`src/rtl/decode_stage_buffered.sv`:
```
// decode_stage_buffered: RV32E/RV32I decode stage feeding an OUT_DEPTH-entry output FIFO.
// Ports:
//   clock, reset (async, active-high), flush (drop buffered work and clear error)
//   in_valid/in_ready/in_instruction/in_address   : fetch side handshake
//   out_valid/out_ready/out_*                      : FIFO head (kind, immediate, regs, use flags, address)
//   error_valid/cause/address/instruction, error_clear : illegal-encoding record
// Optional feature: define DECODE_M_EXT_EN to decode MUL..REMU on OP with funct7 = 0000001;
// without it that encoding is reported as a funct7 error.
// out_kind encoding is the order of instruction_kind_t below (INST_NOP = 0 ... INST_REMU = 45).
module decode_stage_buffered #(
    parameter int NUM_REGS  = 16,
    parameter int OUT_DEPTH = 2,
    parameter int ADDR_W    = 32,
    localparam int REG_W    = $clog2(NUM_REGS)
) (
    input  logic              clock,
    input  logic              reset,
    input  logic              flush,
    input  logic              in_valid,
    output logic              in_ready,
    input  logic [31:0]       in_instruction,
    input  logic [ADDR_W-1:0] in_address,
    output logic              out_valid,
    input  logic              out_ready,
    output logic [5:0]        out_kind,
    output logic [31:0]       out_immediate,
    output logic [REG_W-1:0]  out_rd,
    output logic [REG_W-1:0]  out_rs1,
    output logic [REG_W-1:0]  out_rs2,
    output logic              out_uses_rd,
    output logic              out_uses_rs1,
    output logic              out_uses_rs2,
    output logic [ADDR_W-1:0] out_address,
    output logic              error_valid,
    output logic [1:0]        error_cause,
    output logic [ADDR_W-1:0] error_address,
    output logic [31:0]       error_instruction,
    input  logic              error_clear
);
    localparam int PTR_W = (OUT_DEPTH > 1) ? $clog2(OUT_DEPTH) : 1;
    localparam int CNT_W = $clog2(OUT_DEPTH + 1);

    typedef enum logic [5:0] {
        INST_NOP, INST_LUI, INST_AUIPC, INST_JAL, INST_JALR,
        INST_BEQ, INST_BNE, INST_BLT, INST_BGE, INST_BLTU, INST_BGEU,
        INST_LB, INST_LH, INST_LW, INST_LBU, INST_LHU,
        INST_SB, INST_SH, INST_SW,
        INST_ADDI, INST_SLTI, INST_SLTIU, INST_XORI, INST_ORI, INST_ANDI,
        INST_SLLI, INST_SRLI, INST_SRAI,
        INST_ADD, INST_SUB, INST_SLL, INST_SLT, INST_SLTU, INST_XOR,
        INST_SRL, INST_SRA, INST_OR, INST_AND,
        INST_MUL, INST_MULH, INST_MULHSU, INST_MULHU,
        INST_DIV, INST_DIVU, INST_REM, INST_REMU
    } instruction_kind_t;

    typedef struct packed {
        logic [5:0]        kind;
        logic [31:0]       imm;
        logic [REG_W-1:0]  rd;
        logic [REG_W-1:0]  rs1;
        logic [REG_W-1:0]  rs2;
        logic [2:0]        uses;
        logic [ADDR_W-1:0] addr;
    } entry_t;

    logic [6:0]  w_opc, w_f7;
    logic [2:0]  w_f3;
    logic [4:0]  w_rd, w_rs1, w_rs2;
    logic [31:0] w_imm_i, w_imm_s, w_imm_b, w_imm_u, w_imm_j, w_imm_sh;
    logic [5:0]  w_kind;
    logic [31:0] w_imm;
    logic [2:0]  w_uses;
    logic        w_bad_op, w_bad_f3, w_bad_f7, w_bad_reg, w_illegal;
    logic [1:0]  w_cause;
    logic        w_accept, w_push, w_pop;
    entry_t      w_entry, w_out;

    entry_t              r_mem [OUT_DEPTH];
    logic [PTR_W-1:0]    r_rd_ptr, r_wr_ptr;
    logic [CNT_W-1:0]    r_count;
    logic                r_err_valid;
    logic [1:0]          r_err_cause;
    logic [ADDR_W-1:0]   r_err_addr;
    logic [31:0]         r_err_instr;

    assign w_opc    = in_instruction[6:0];
    assign w_f3     = in_instruction[14:12];
    assign w_f7     = in_instruction[31:25];
    assign w_rd     = in_instruction[11:7];
    assign w_rs1    = in_instruction[19:15];
    assign w_rs2    = in_instruction[24:20];
    assign w_imm_i  = {{20{in_instruction[31]}}, in_instruction[31:20]};
    assign w_imm_s  = {{20{in_instruction[31]}}, in_instruction[31:25], in_instruction[11:7]};
    assign w_imm_b  = {{20{in_instruction[31]}}, in_instruction[7], in_instruction[30:25], in_instruction[11:8], 1'b0};
    assign w_imm_u  = {in_instruction[31:12], 12'b0};
    assign w_imm_j  = {{12{in_instruction[31]}}, in_instruction[19:12], in_instruction[20], in_instruction[30:21], 1'b0};
    assign w_imm_sh = {27'b0, in_instruction[24:20]};

    // w_uses bit order is {rd, rs1, rs2}
    always_comb begin
        w_kind   = INST_NOP;
        w_imm    = '0;
        w_uses   = 3'b000;
        w_bad_op = 1'b0;
        w_bad_f3 = 1'b0;
        w_bad_f7 = 1'b0;
        case (w_opc)
            7'b0110111: begin w_kind = INST_LUI;   w_imm = w_imm_u; w_uses = 3'b100; end
            7'b0010111: begin w_kind = INST_AUIPC; w_imm = w_imm_u; w_uses = 3'b100; end
            7'b1101111: begin w_kind = INST_JAL;   w_imm = w_imm_j; w_uses = 3'b100; end
            7'b1100111: begin
                w_kind   = INST_JALR;
                w_imm    = w_imm_i;
                w_uses   = 3'b110;
                w_bad_f3 = w_f3 != 3'b000;
            end
            7'b1100011: begin
                w_kind   = w_f3[2] ? INST_BLT + {4'b0, w_f3[1:0]} : INST_BEQ + {5'b0, w_f3[0]};
                w_imm    = w_imm_b;
                w_uses   = 3'b011;
                w_bad_f3 = w_f3[2:1] == 2'b01;
            end
            7'b0000011: begin
                w_kind   = w_f3[2] ? INST_LBU + {5'b0, w_f3[0]} : INST_LB + {4'b0, w_f3[1:0]};
                w_imm    = w_imm_i;
                w_uses   = 3'b110;
                w_bad_f3 = w_f3 == 3'b011 || w_f3[2:1] == 2'b11;
            end
            7'b0100011: begin
                w_kind   = INST_SB + {4'b0, w_f3[1:0]};
                w_imm    = w_imm_s;
                w_uses   = 3'b011;
                w_bad_f3 = w_f3[2] || w_f3[1:0] == 2'b11;
            end
            7'b0010011: begin
                w_uses = 3'b110;
                w_imm  = (w_f3[1:0] == 2'b01) ? w_imm_sh : w_imm_i;
                case (w_f3)
                    3'b000: w_kind = INST_ADDI;
                    3'b001: w_kind = INST_SLLI;
                    3'b010: w_kind = INST_SLTI;
                    3'b011: w_kind = INST_SLTIU;
                    3'b100: w_kind = INST_XORI;
                    3'b101: w_kind = w_f7[5] ? INST_SRAI : INST_SRLI;
                    3'b110: w_kind = INST_ORI;
                    default: w_kind = INST_ANDI;
                endcase
                // bit 30 selects SRAI; every other funct7 bit must be zero for shifts
                w_bad_f7 = (w_f3 == 3'b001 && w_f7 != 7'b0) ||
                           (w_f3 == 3'b101 && (w_f7 & 7'b1011111) != 7'b0);
            end
            7'b0110011: begin
                w_uses = 3'b111;
                if (w_f7 == 7'b0000001) begin
`ifdef DECODE_M_EXT_EN
                    w_kind = INST_MUL + {3'b0, w_f3};
`else
                    w_bad_f7 = 1'b1;
`endif
                end else begin
                    case (w_f3)
                        3'b000: w_kind = w_f7[5] ? INST_SUB : INST_ADD;
                        3'b001: w_kind = INST_SLL;
                        3'b010: w_kind = INST_SLT;
                        3'b011: w_kind = INST_SLTU;
                        3'b100: w_kind = INST_XOR;
                        3'b101: w_kind = w_f7[5] ? INST_SRA : INST_SRL;
                        3'b110: w_kind = INST_OR;
                        default: w_kind = INST_AND;
                    endcase
                    // only ADD/SUB and SRL/SRA have an alternate (bit 30) encoding
                    w_bad_f7 = (w_f3 == 3'b000 || w_f3 == 3'b101) ? (w_f7 & 7'b1011111) != 7'b0 : w_f7 != 7'b0;
                end
            end
            7'b0001111, 7'b1110011: w_imm = w_imm_i;
            default: w_bad_op = 1'b1;
        endcase
    end

    // only architecturally used fields are range-checked
    assign w_bad_reg = (w_uses[2] && 32'(w_rd)  >= NUM_REGS) ||
                       (w_uses[1] && 32'(w_rs1) >= NUM_REGS) ||
                       (w_uses[0] && 32'(w_rs2) >= NUM_REGS);
    assign w_illegal = w_bad_op || w_bad_f3 || w_bad_f7 || w_bad_reg;
    assign w_cause   = w_bad_op ? 2'd0 : w_bad_f3 ? 2'd1 : w_bad_f7 ? 2'd2 : 2'd3;

    assign w_entry.kind = w_kind;
    assign w_entry.imm  = w_imm;
    assign w_entry.rd   = w_uses[2] ? in_instruction[7 +: REG_W]  : '0;
    assign w_entry.rs1  = w_uses[1] ? in_instruction[15 +: REG_W] : '0;
    assign w_entry.rs2  = w_uses[0] ? in_instruction[20 +: REG_W] : '0;
    assign w_entry.uses = w_uses;
    assign w_entry.addr = in_address;

    // capacity is judged on registered count only, so a pop never frees space in the same cycle
    assign in_ready  = !reset && !r_err_valid && (32'(r_count) < OUT_DEPTH);
    assign out_valid = r_count != '0;
    assign w_accept  = in_valid && in_ready;
    assign w_push    = w_accept && !w_illegal;
    assign w_pop     = out_valid && out_ready;

    assign w_out         = out_valid ? r_mem[r_rd_ptr] : '0;
    assign out_kind      = w_out.kind;
    assign out_immediate = w_out.imm;
    assign out_rd        = w_out.rd;
    assign out_rs1       = w_out.rs1;
    assign out_rs2       = w_out.rs2;
    assign out_uses_rd   = w_out.uses[2];
    assign out_uses_rs1  = w_out.uses[1];
    assign out_uses_rs2  = w_out.uses[0];
    assign out_address   = w_out.addr;

    assign error_valid       = r_err_valid;
    assign error_cause       = r_err_cause;
    assign error_address     = r_err_addr;
    assign error_instruction = r_err_instr;

    always_ff @(posedge clock or posedge reset) begin
        if (reset) begin
            for (int i = 0; i < OUT_DEPTH; i++) r_mem[i] <= '0;
            r_rd_ptr    <= '0;
            r_wr_ptr    <= '0;
            r_count     <= '0;
            r_err_valid <= 1'b0;
            r_err_cause <= '0;
            r_err_addr  <= '0;
            r_err_instr <= '0;
        end else if (flush) begin
            r_rd_ptr    <= '0;
            r_wr_ptr    <= '0;
            r_count     <= '0;
            r_err_valid <= 1'b0;
        end else begin
            if (w_push) begin
                r_mem[r_wr_ptr] <= w_entry;
                r_wr_ptr        <= (r_wr_ptr == PTR_W'(OUT_DEPTH - 1)) ? '0 : r_wr_ptr + 1'b1;
            end
            if (w_pop) r_rd_ptr <= (r_rd_ptr == PTR_W'(OUT_DEPTH - 1)) ? '0 : r_rd_ptr + 1'b1;
            r_count <= r_count + CNT_W'(w_push) - CNT_W'(w_pop);
            if (w_accept && w_illegal) begin
                r_err_valid <= 1'b1;
                r_err_cause <= w_cause;
                r_err_addr  <= in_address;
                r_err_instr <= in_instruction;
            end else if (error_clear) begin
                r_err_valid <= 1'b0;
            end
        end
    end
endmodule
```
`config.mk`:
```
export PLATFORM = sky130hd
export DESIGN_NAME = decode_stage_buffered
export DESIGN_NICKNAME = d
export VERILOG_FILES = /design/src/rtl/decode_stage_buffered.sv
export SDC_FILE = /design/constraint.sdc
export NUM_CORES = 1
export LEC_CHECK = 0
export ABC_AREA = 0
export BUFFER_PORTS_ARGS = -buffer_cell sky130_fd_sc_hd__buf_4
export CAP_MARGIN = 10
export CORE_AREA = 4 4 198 143
export CTS_BUF_LIST = sky130_fd_sc_hd__clkbuf_8
export CTS_CLUSTER_DIAMETER = 150
export DETAILED_ROUTE_END_ITERATION = 16
export DIE_AREA = 0 0 202 147
export PLACE_DENSITY = 0.8
export SYNTH_ARGS = -nofsm -noshare
export SYNTH_HDL_FRONTEND = slang
export SYNTH_SLANG_ARGS = --single-unit
```
`constraint.sdc`:
```
create_clock -name clock -period 7.5 [get_ports clock]
set_input_delay 1.5 -clock clock [delete_from_list [all_inputs] [get_ports clock]]
set_output_delay 1.5 -clock clock [all_outputs]
set_load 0.05 [all_outputs]
```
* After elaboration in Yosys (flattened, before gate mapping)
Cells that the tools add are included.
** Word-level totals
- Logic and storage cells :: 142
- Memories kept :: 0
- Bits in latches :: 0
- RAM bits :: 0
- Output and inout port bits :: 154
- Register bits after elaboration :: 241
- ROM bits :: 0
- Input port bits :: 70
** Cells by class
- Divide/modulo/power cells :: 0
- Eq/ne operators :: 22
- Order comparisons :: 7
- Add/sub/neg operators :: 9
- Reductions and logical operators :: 40
- $mul :: 0
- Multiplexer cells :: 40
- Bitwise operators :: 3
- Shift operators :: 0
** Operator list (count)
- 85-bit two-way mux :: 5
- 32-bit one-hot mux with 6 select lines :: 1
- 170-bit bitwise mux :: 1
- 85-bit demux with 1-bit select :: 1
- 6-bit one-hot mux with 9 select lines :: 1
- 6-bit one-hot mux with 7 select lines :: 1
- 32-bit two-way mux :: 1
- 7-bit equality test, second input constant :: 4
- 4-bit one-hot mux with 7 select lines :: 1
- 7-bit by 6-bit equality test with 1-bit output, second input constant :: 3
- 1-bit two-way mux :: 16
- 4-bit two-way mux :: 4
- 5-bit >= comparator, second input constant :: 3
- 7-bit by 5-bit equality test with 1-bit output, second input constant :: 2
- 7-bit nonzero test :: 2
- 1-bit logical AND :: 12
- 3-bit one-hot mux with 4 select lines :: 1
- 11-bit OR reduction :: 1
- 3-bit equality test, second input constant :: 3
- 1-bit logical OR :: 9
- 7-bit by 1-bit equality test with 1-bit output, second input constant :: 1
- 7-bit by 2-bit equality test with 1-bit output, second input constant :: 1
- 7-bit by 4-bit equality test with 1-bit output, second input constant :: 1
- 5-bit by 2-bit adder with 6-bit output, first input constant :: 1
- 29 further kinds :: 45

* Depth between registers and ports, before layout
Gate-level depths: netlist of the first run.
- Depth after elaboration :: 12
- Gate-level depth with buffers :: 13
- Gate-level depth less buffers :: 10

* Worst setup path before layout of the first run
OpenSTA, ideal clock, no wires.
- Path kind :: input port to flip-flop
- Start :: input reset
- End :: register r_mem[129] (netlist bit)
- Library setup time :: 125 ps
- Arrival :: 4379 ps
- Path slack :: 2997 ps
- Path buffers :: 2
- Stages :: 7
- Data required time :: 7375 ps
- Cells stage by stage :: nor3_1 nand2_1 or2_2 nor4_2 buf_2 buf_2 mux2_2
** Between the ends
- Longest elaborated chain between the ends :: 6
** Ends and longest elaborated chain
- start, declared :: RTL line 17 : input logic reset,
- 1-bit zero test (no line)
- 1-bit logical AND (2 in series) :: RTL line 196 : assign in_ready = !reset && !r_err_valid && (32'(r_count) < OUT_DEPTH);
- 1-bit logical AND :: RTL line 198 : assign w_accept = in_valid && in_ready;
- 1-bit logical AND :: RTL line 199 : assign w_push = w_accept && !w_illegal;
- 2-bit AND reduction (no line)
- end signal, assigned by index :: RTL line 235 : r_mem[r_wr_ptr] <= w_entry;
- end, declared :: RTL line 78 : entry_t r_mem [OUT_DEPTH];
Every way passes these cells.
A chain may end at the register's enable or synchronous reset.

* Worst setup path after layout of the first run
- Start :: register r_rd_ptr
- End :: output out_immediate[26]
** Between the ends
- Longest elaborated chain between the ends :: 5
** Ends and longest elaborated chain
- start, declared :: RTL line 79 : logic [PTR_W-1:0] r_rd_ptr, r_wr_ptr;
- start signal, assigned :: RTL line 238 : if (w_pop) r_rd_ptr <= (r_rd_ptr == PTR_W'(OUT_DEPTH - 1)) ? '0 : r_rd_ptr + 1'b1;
- 1-bit NOT with 2-bit output (not written as such) :: RTL line 202 : assign w_out = out_valid ? r_mem[r_rd_ptr] : '0;
- 85-bit two-way mux (not written as such) (3 in series) :: RTL line 202
- 85-bit two-way mux :: RTL line 202
- end, declared :: RTL line 26 : output logic [31:0] out_immediate,
Every way passes these cells. The select of a mux whose other input is x is not followed.

==> flow_metrics.tcl, run 1 <==
set metrics [dict create \
    path_cells "buf_4 -> mux2i_1 -> nor2_1 -> buf_4" \
    min_path_type "reg -> reg" \
    post-place-ws_ps 2530 \
    worst_clock_skew_ps 7.46 \
    postRouteAntennaNets 0 \
    drc_errors 0 \
    max_stage_delay_ps 1120 \
    syn-instance-count 917 \
    avgRoutedWirePerCell_um 19.8 \
    grt_pass1_vias 8265 \
    area_growth_pct 23.7 \
    cts_tree "yes" \
    ir_drop_mv 0.294 \
    critPathMostFrequentCell "buf_4" \
    power.density_mw_per_mm2 310 \
    synth_top_flop_cell "dfrtp_1" \
    fin_cells 1529 \
    coreArea_mm2 0.0263 \
    synth.ff_latch_count 241 \
    drtPass1Iterations 5 \
    antenna_found_initial 0 \
    dp.cells 1455 \
    ctsResizeCount 0 \
    worst_slack_ps 2930 \
    fin_nets 1211 \
    cts.htree.levels 2 \
    fmax_mhz 219 \
    syn_nets 994 \
    synth_area_mm2 0.0117 \
    vias 8114 \
    drt_iter0_markers 513 \
    async_flop_share_pct 100 \
    yosysUniqueCellTypes 57 \
    clock_latency_ps 550 \
    path_clk_slew_ps 60 \
    post_synth.cell_area_avg_um2 12.8 \
    worstPathRequired_ps 6000 \
    slew_viol_final 0 \
    fin_crit_ps 4570 \
    fin_crit_sh_pct 61.0 \
    postPlaceCellArea_mm2 0.0137 \
    ctsHoldBuffers 0 \
    io_pins 224 \
    grt_setup_unrepaired "false" \
    setup.worst_path.start_class "flop" \
    start_util_pct 44.5 \
    status "completed" \
    cts_buffers 41 \
    yosys_warnings 0 \
    ys_seq_area_share_pct 51.5 \
    die_h_um 147 \
    dp_hpwl_mm 20.6 \
    slew-limit-headroom_pct 23.7 \
    clock_sinks 241 \
    cts-root-buf "clkbuf_8" \
    fin_area_mm2 0.0145 \
    grt_max_degree 158 \
    final-setup-viol-count 0 \
    drv_cap 0 \
    critPathKind "reg -> out" \
    cts_buffer_depth 3 \
    arrival_ps 3070 \
    grt_usage_pct 20.1 \
    p_leak_nw 7.10 \
    synth-edff-count 0 \
    drt_wl_total_mm 30.2 \
    fin_setup_tns_ps 0 \
    max_slew.worst_pin.slew_ps 1140 \
    die_w_um 202 \
    worst_setup_path_end_kind "output pin" \
    cts_setup_buffers 0 \
    port_buffers 223 \
    rows 50 \
    grt_pass1_wl_mm 47.9 \
    drive_above_1_share_pct 46.4 \
    vias_per_cell 5.31 \
    num_antenna_cells 0 \
    overflow 0 \
    path_max_fanout 56 \
    die_area_mm2 0.0297 \
    hold_violations 0 \
    gp_congestion 0.873 \
    crit_slowest_cell "dfrtp_4" \
]
==> Yosys cell counts (2+ instances only) <==
master	number	area share [%]
ha_1	7	0.75
nand2b_1	7	0.37
nand4b_1	3	0.22
mux2_4	50	6.4
and3_1	3	0.16
nor3b_1	2	0.13
nor2_1	105	3.4
nor2b_1	9	0.48
mux2_2	185	18
o21bai_1	3	0.19
o31ai_1	3	0.19
buf_1	10	0.32
clkbuf_1	19	0.61
nor3_1	10	0.43
o41a_1	2	0.19
buf_2	18	0.77
or2_2	4	0.21
inv_1	10	0.32
buf_6	8	0.77
o21ai_0	12	0.51
or3_1	2	0.11
buf_4	4	0.26
a21oi_1	16	0.68
mux2i_1	88	7.5
dfrtp_1	241	51
o2bb2ai_1	2	0.15
a21o_1	19	1.2
a311o_1	2	0.17
xnor2_1	2	0.15
nand3_1	4	0.17
xor2_1	3	0.22
a22o_1	5	0.37
nand2_1	14	0.45
and2_1	14	0.75
nor4_1	2	0.11
o21ai_2	2	0.15
nand3b_1	4	0.26
o211ai_1	4	0.26
==> worst max-delay path: cells and delay by family, from the launching register on <==
kind	cells	cell delay (ps)
muxes	1	370
and+or+nand+nor	1	100
DFF	1	1120
buffers and inverters	2	880
==> cells in the final DEF (no fill, tap or decap), drive strengths merged, types with 2 or more instances in the layout <==
cell type and instances:
mux2 235, xor2 3, mux2i 88, a311o 2, bufinv 2, nand4b 3, a21oi 16, nand3 5
xnor2 2, nor2b 9, a21o 19, o41a 2, a22o 5, buf 233, o21ai 14, or2 4
and3 3, nor3b 2, inv 25, nand2b 7, nand3b 4, or3 2, o31ai 3, and2 14
ha 7, o21bai 3, nor2 106, o2bb2ai 2, dfrtp 241, o211ai 4, nor4 3, nor3 10
clkinv 6, clkbuf 50, nand2 15
==> stage by stage <==
step / total power [mW] / utilization (%) / hold slack [ps]
after floorplan: 2.80 / - / 479
after global placement: 3.29 / 51.8 / 486
after CTS: 4.55 / 55.0 / 507
after detailed placement: 3.32 / 51.8 / 494
final: 4.50 / 55.0 / 502
after global routing: 4.70 / 55.0 / 514
==> cell type report <==
class	count	area [um^2]
tap	364	455
sequential	241	6030
multi-input combinational	607	5360
fill	2199	11800
inverter	10	41.3
clock inverter	24	155
timing repair buffer	233	1760
clock buffer	50	688
==> cells by family (layout without fill, tap and decap cells) <==
group,after synthesis,after routing,synth area share [%]
buffers and inverters,69,317,3.04
XOR/XNOR,5,5,0.374
adder cells (fa/ha/maj),7,7,0.747
multiplexers,323,323,31.7
AO/OA/AOI/OAI,82,82,4.91
flip-flops,241,241,51.5
AND/OR/NAND/NOR,190,190,7.75
==> layer usage <==
layer	wire length [um]	GRT usage (%)	vias to the layer above
met5	0	0	-
met4	582	4.88	0
met3	2140	5.16	41
met2	13000	29.0	265
met1	14500	30.3	4126
li1	-	-	3682
==> state kept, by name, summed over array words and instances, names as in the netlist <==
register,cells
error_valid,1
r_count,2
r_mem,170
error_instruction,32
error_address,32
r_wr_ptr,1
r_rd_ptr,1
error_cause,2
==> worst paths after layout <==
kind / start / to / slack, ps / cells past startpoint
worst max-delay path: r_rd_ptr / out_immediate[26] / 2930 / 4
worst max register to register: r_count[1] / r_mem[100] / 4170 / 7
max in group asynchronous: reset / r_mem[5] / 5400 / 3
worst min register to register: r_mem[134] / r_mem[134] / 500 / 1
min in group asynchronous: reset / error_address[29] / 890 / 2
worst min-delay path: r_mem[134] / r_mem[134] / 500 / 1
==> report_power, final <==
group	switching [mW]	internal (mW)
clock	0.535	0.674
sequential	0.171	1.49
combinational	1.08	0.540
total	1.79	2.71
Power figures use the tool's default switching activity.
==> inputs of run 2 (changes only) <==
Settings changed: PLACE_DENSITY 0.8 to 0.77.
Clock period 7.5 ns to 4.7 ns, I/O delays scaled along.
==> flow_metrics.tcl, run 2 (synthesis results as in run 1) <==
set metrics [dict create \
    status "completed" \
    hold_violations 0 \
    area_growth_pct 24.6 \
    drtPass1Iterations 5 \
    clock_sinks 241 \
    io_pins 224 \
    coreArea_mm2 0.0263 \
    cts_setup_buffers 0 \
    cts-root-buf "clkbuf_8" \
    start_util_pct 44.5 \
    gp_congestion 0.868 \
    fin_util_pct 55.4 \
    die_area_mm2 0.0297 \
    antenna_found_initial 0 \
    grt_max_degree 92 \
    fin_area_mm2 0.0146 \
    fin_nets 1214 \
    final_cell_mix "dfrtp_1 (240), buf_4 (230), mux2_2 (185), nor2_1 (104), mux2i_1 (88)" \
    grt_setup_unrepaired "false" \
    vias 8027 \
    largest_reg_flops 170 \
    overflow 0 \
    critPathKind "reg -> out" \
    path_max_fanout 42 \
    drt_wl_total_mm 30.6 \
    worst_slack_ps 1330 \
    vias_per_cell 5.24 \
    cts_buffer_depth 3 \
    dp_hpwl_mm 21.0 \
    arrival_ps 2430 \
    grt_usage_pct 20.5 \
    final-setup-viol-count 0 \
    num_antenna_cells 0 \
    path_clk_slew_ps 60 \
    fin_setup_tns_ps 0 \
    clock_latency_ps 550 \
    grt_pass1_vias 8584 \
    fin_crit_ps 3370 \
    final_common_cell "dfrtp_1" \
    power_mw 7.20 \
    worst_clock_skew_ps 24.2 \
    ctsHoldBuffers 0 \
    die_h_um 147 \
    drv_cap 0 \
    worst_setup_path_end_kind "output pin" \
    drc_errors 0 \
    worstPathRequired_ps 3760 \
    cts.htree.levels 2 \
    port_buffers 223 \
    postPlaceCellArea_mm2 0.0138 \
    grt_pass1_wl_mm 49.2 \
    rows 50 \
    avgRoutedWirePerCell_um 20.0 \
    max_slew.worst_pin.slew_ps 874 \
    ir_drop_mv 0.372 \
    top_register "r_mem" \
    fin_crit_sh_pct 71.6 \
    drive_above_1_share_pct 46.7 \
    min_path_type "reg -> reg" \
    post-place-ws_ps 898 \
    die_w_um 202 \
    drt_iter0_markers 491 \
    slew_viol_final 0 \
    fmax_mhz 297 \
    cts_tree "yes" \
    power.density_mw_per_mm2 493 \
    p_leak_nw 7.12 \
    ctsResizeCount 0 \
    setup.worst_path.start_class "flop" \
    postRouteAntennaNets 0 \
    slew-limit-headroom_pct 41.0 \
    cts_buffers 40 \
]
## run 2: cell types whose count changed in the layout (fill, tap and decap cells not counted), sizes merged
cell / before / now
buf: 233 / 237
inv: 25 / 22
clkinvlp: 1 / 3
bufinv: 2 / 1
clkinv: 6 / 3
clkbuf: 50 / 53
## run 2: cell type report
| type | instances | area, um^2 |
|---|---|---|
| Multi-Input combinational cell | 607 | 5360 |
| Clock inverter | 19 | 109 |
| Timing Repair Buffer | 237 | 1870 |
| Sequential cell | 241 | 6030 |
| Fill cell | 2247 | 11700 |
| Clock buffer | 53 | 729 |
| Inverter | 10 | 41.3 |
| Tap cell | 364 | 455 |
## run 2: final timing paths
kind | from | end | slack (ps) | cells after the start
worst min register to register | r_mem[26] | r_mem[26] | 500 | 1
worst max register to register | r_count[1] | r_mem[6] | 1980 | 7
max in group asynchronous | reset | r_rd_ptr | 3100 | 3
worst min-delay path | r_mem[26] | r_mem[26] | 500 | 1
min in group asynchronous | reset | error_address[29] | 570 | 2
worst max-delay path | r_rd_ptr | out_immediate[11] | 1330 | 4
## run 2: worst max-delay path, cell delays in order, from the launching register on
cell     delay, ps
dfrtp_4        810
buf_12         380
mux2i_1        340
nor2_1          70
buf_4          200
## run 2: through the flow
step / std cells / hold slack, ps
final: 1531 / 502
after global routing: 1531 / 512
after CTS: 1531 / 507
after detailed placement: 1459 / 493
after global placement: 1459 / 487
after floorplan: 917 / 479
## run 2: per-layer routing
metal | part of all wire [%] | up-vias | track usage [%]
met1 | 49 | 4040 | 30.6
met3 | 7.0 | 47 | 5.45
met2 | 42 | 252 | 29.7
met4 | 2.0 | 0 | 5.36
met5 | 0 | - | 0
li1 | - | 3688 | -
## run 2: where the power goes
| group | switching (mW) | internal [mW] | total, mW |
|---|---|---|---|
| clock network | 0.845 | 1.06 | 1.91 |
| registers | 0.223 | 2.38 | 2.61 |
| logic | 1.80 | 0.889 | 2.69 |
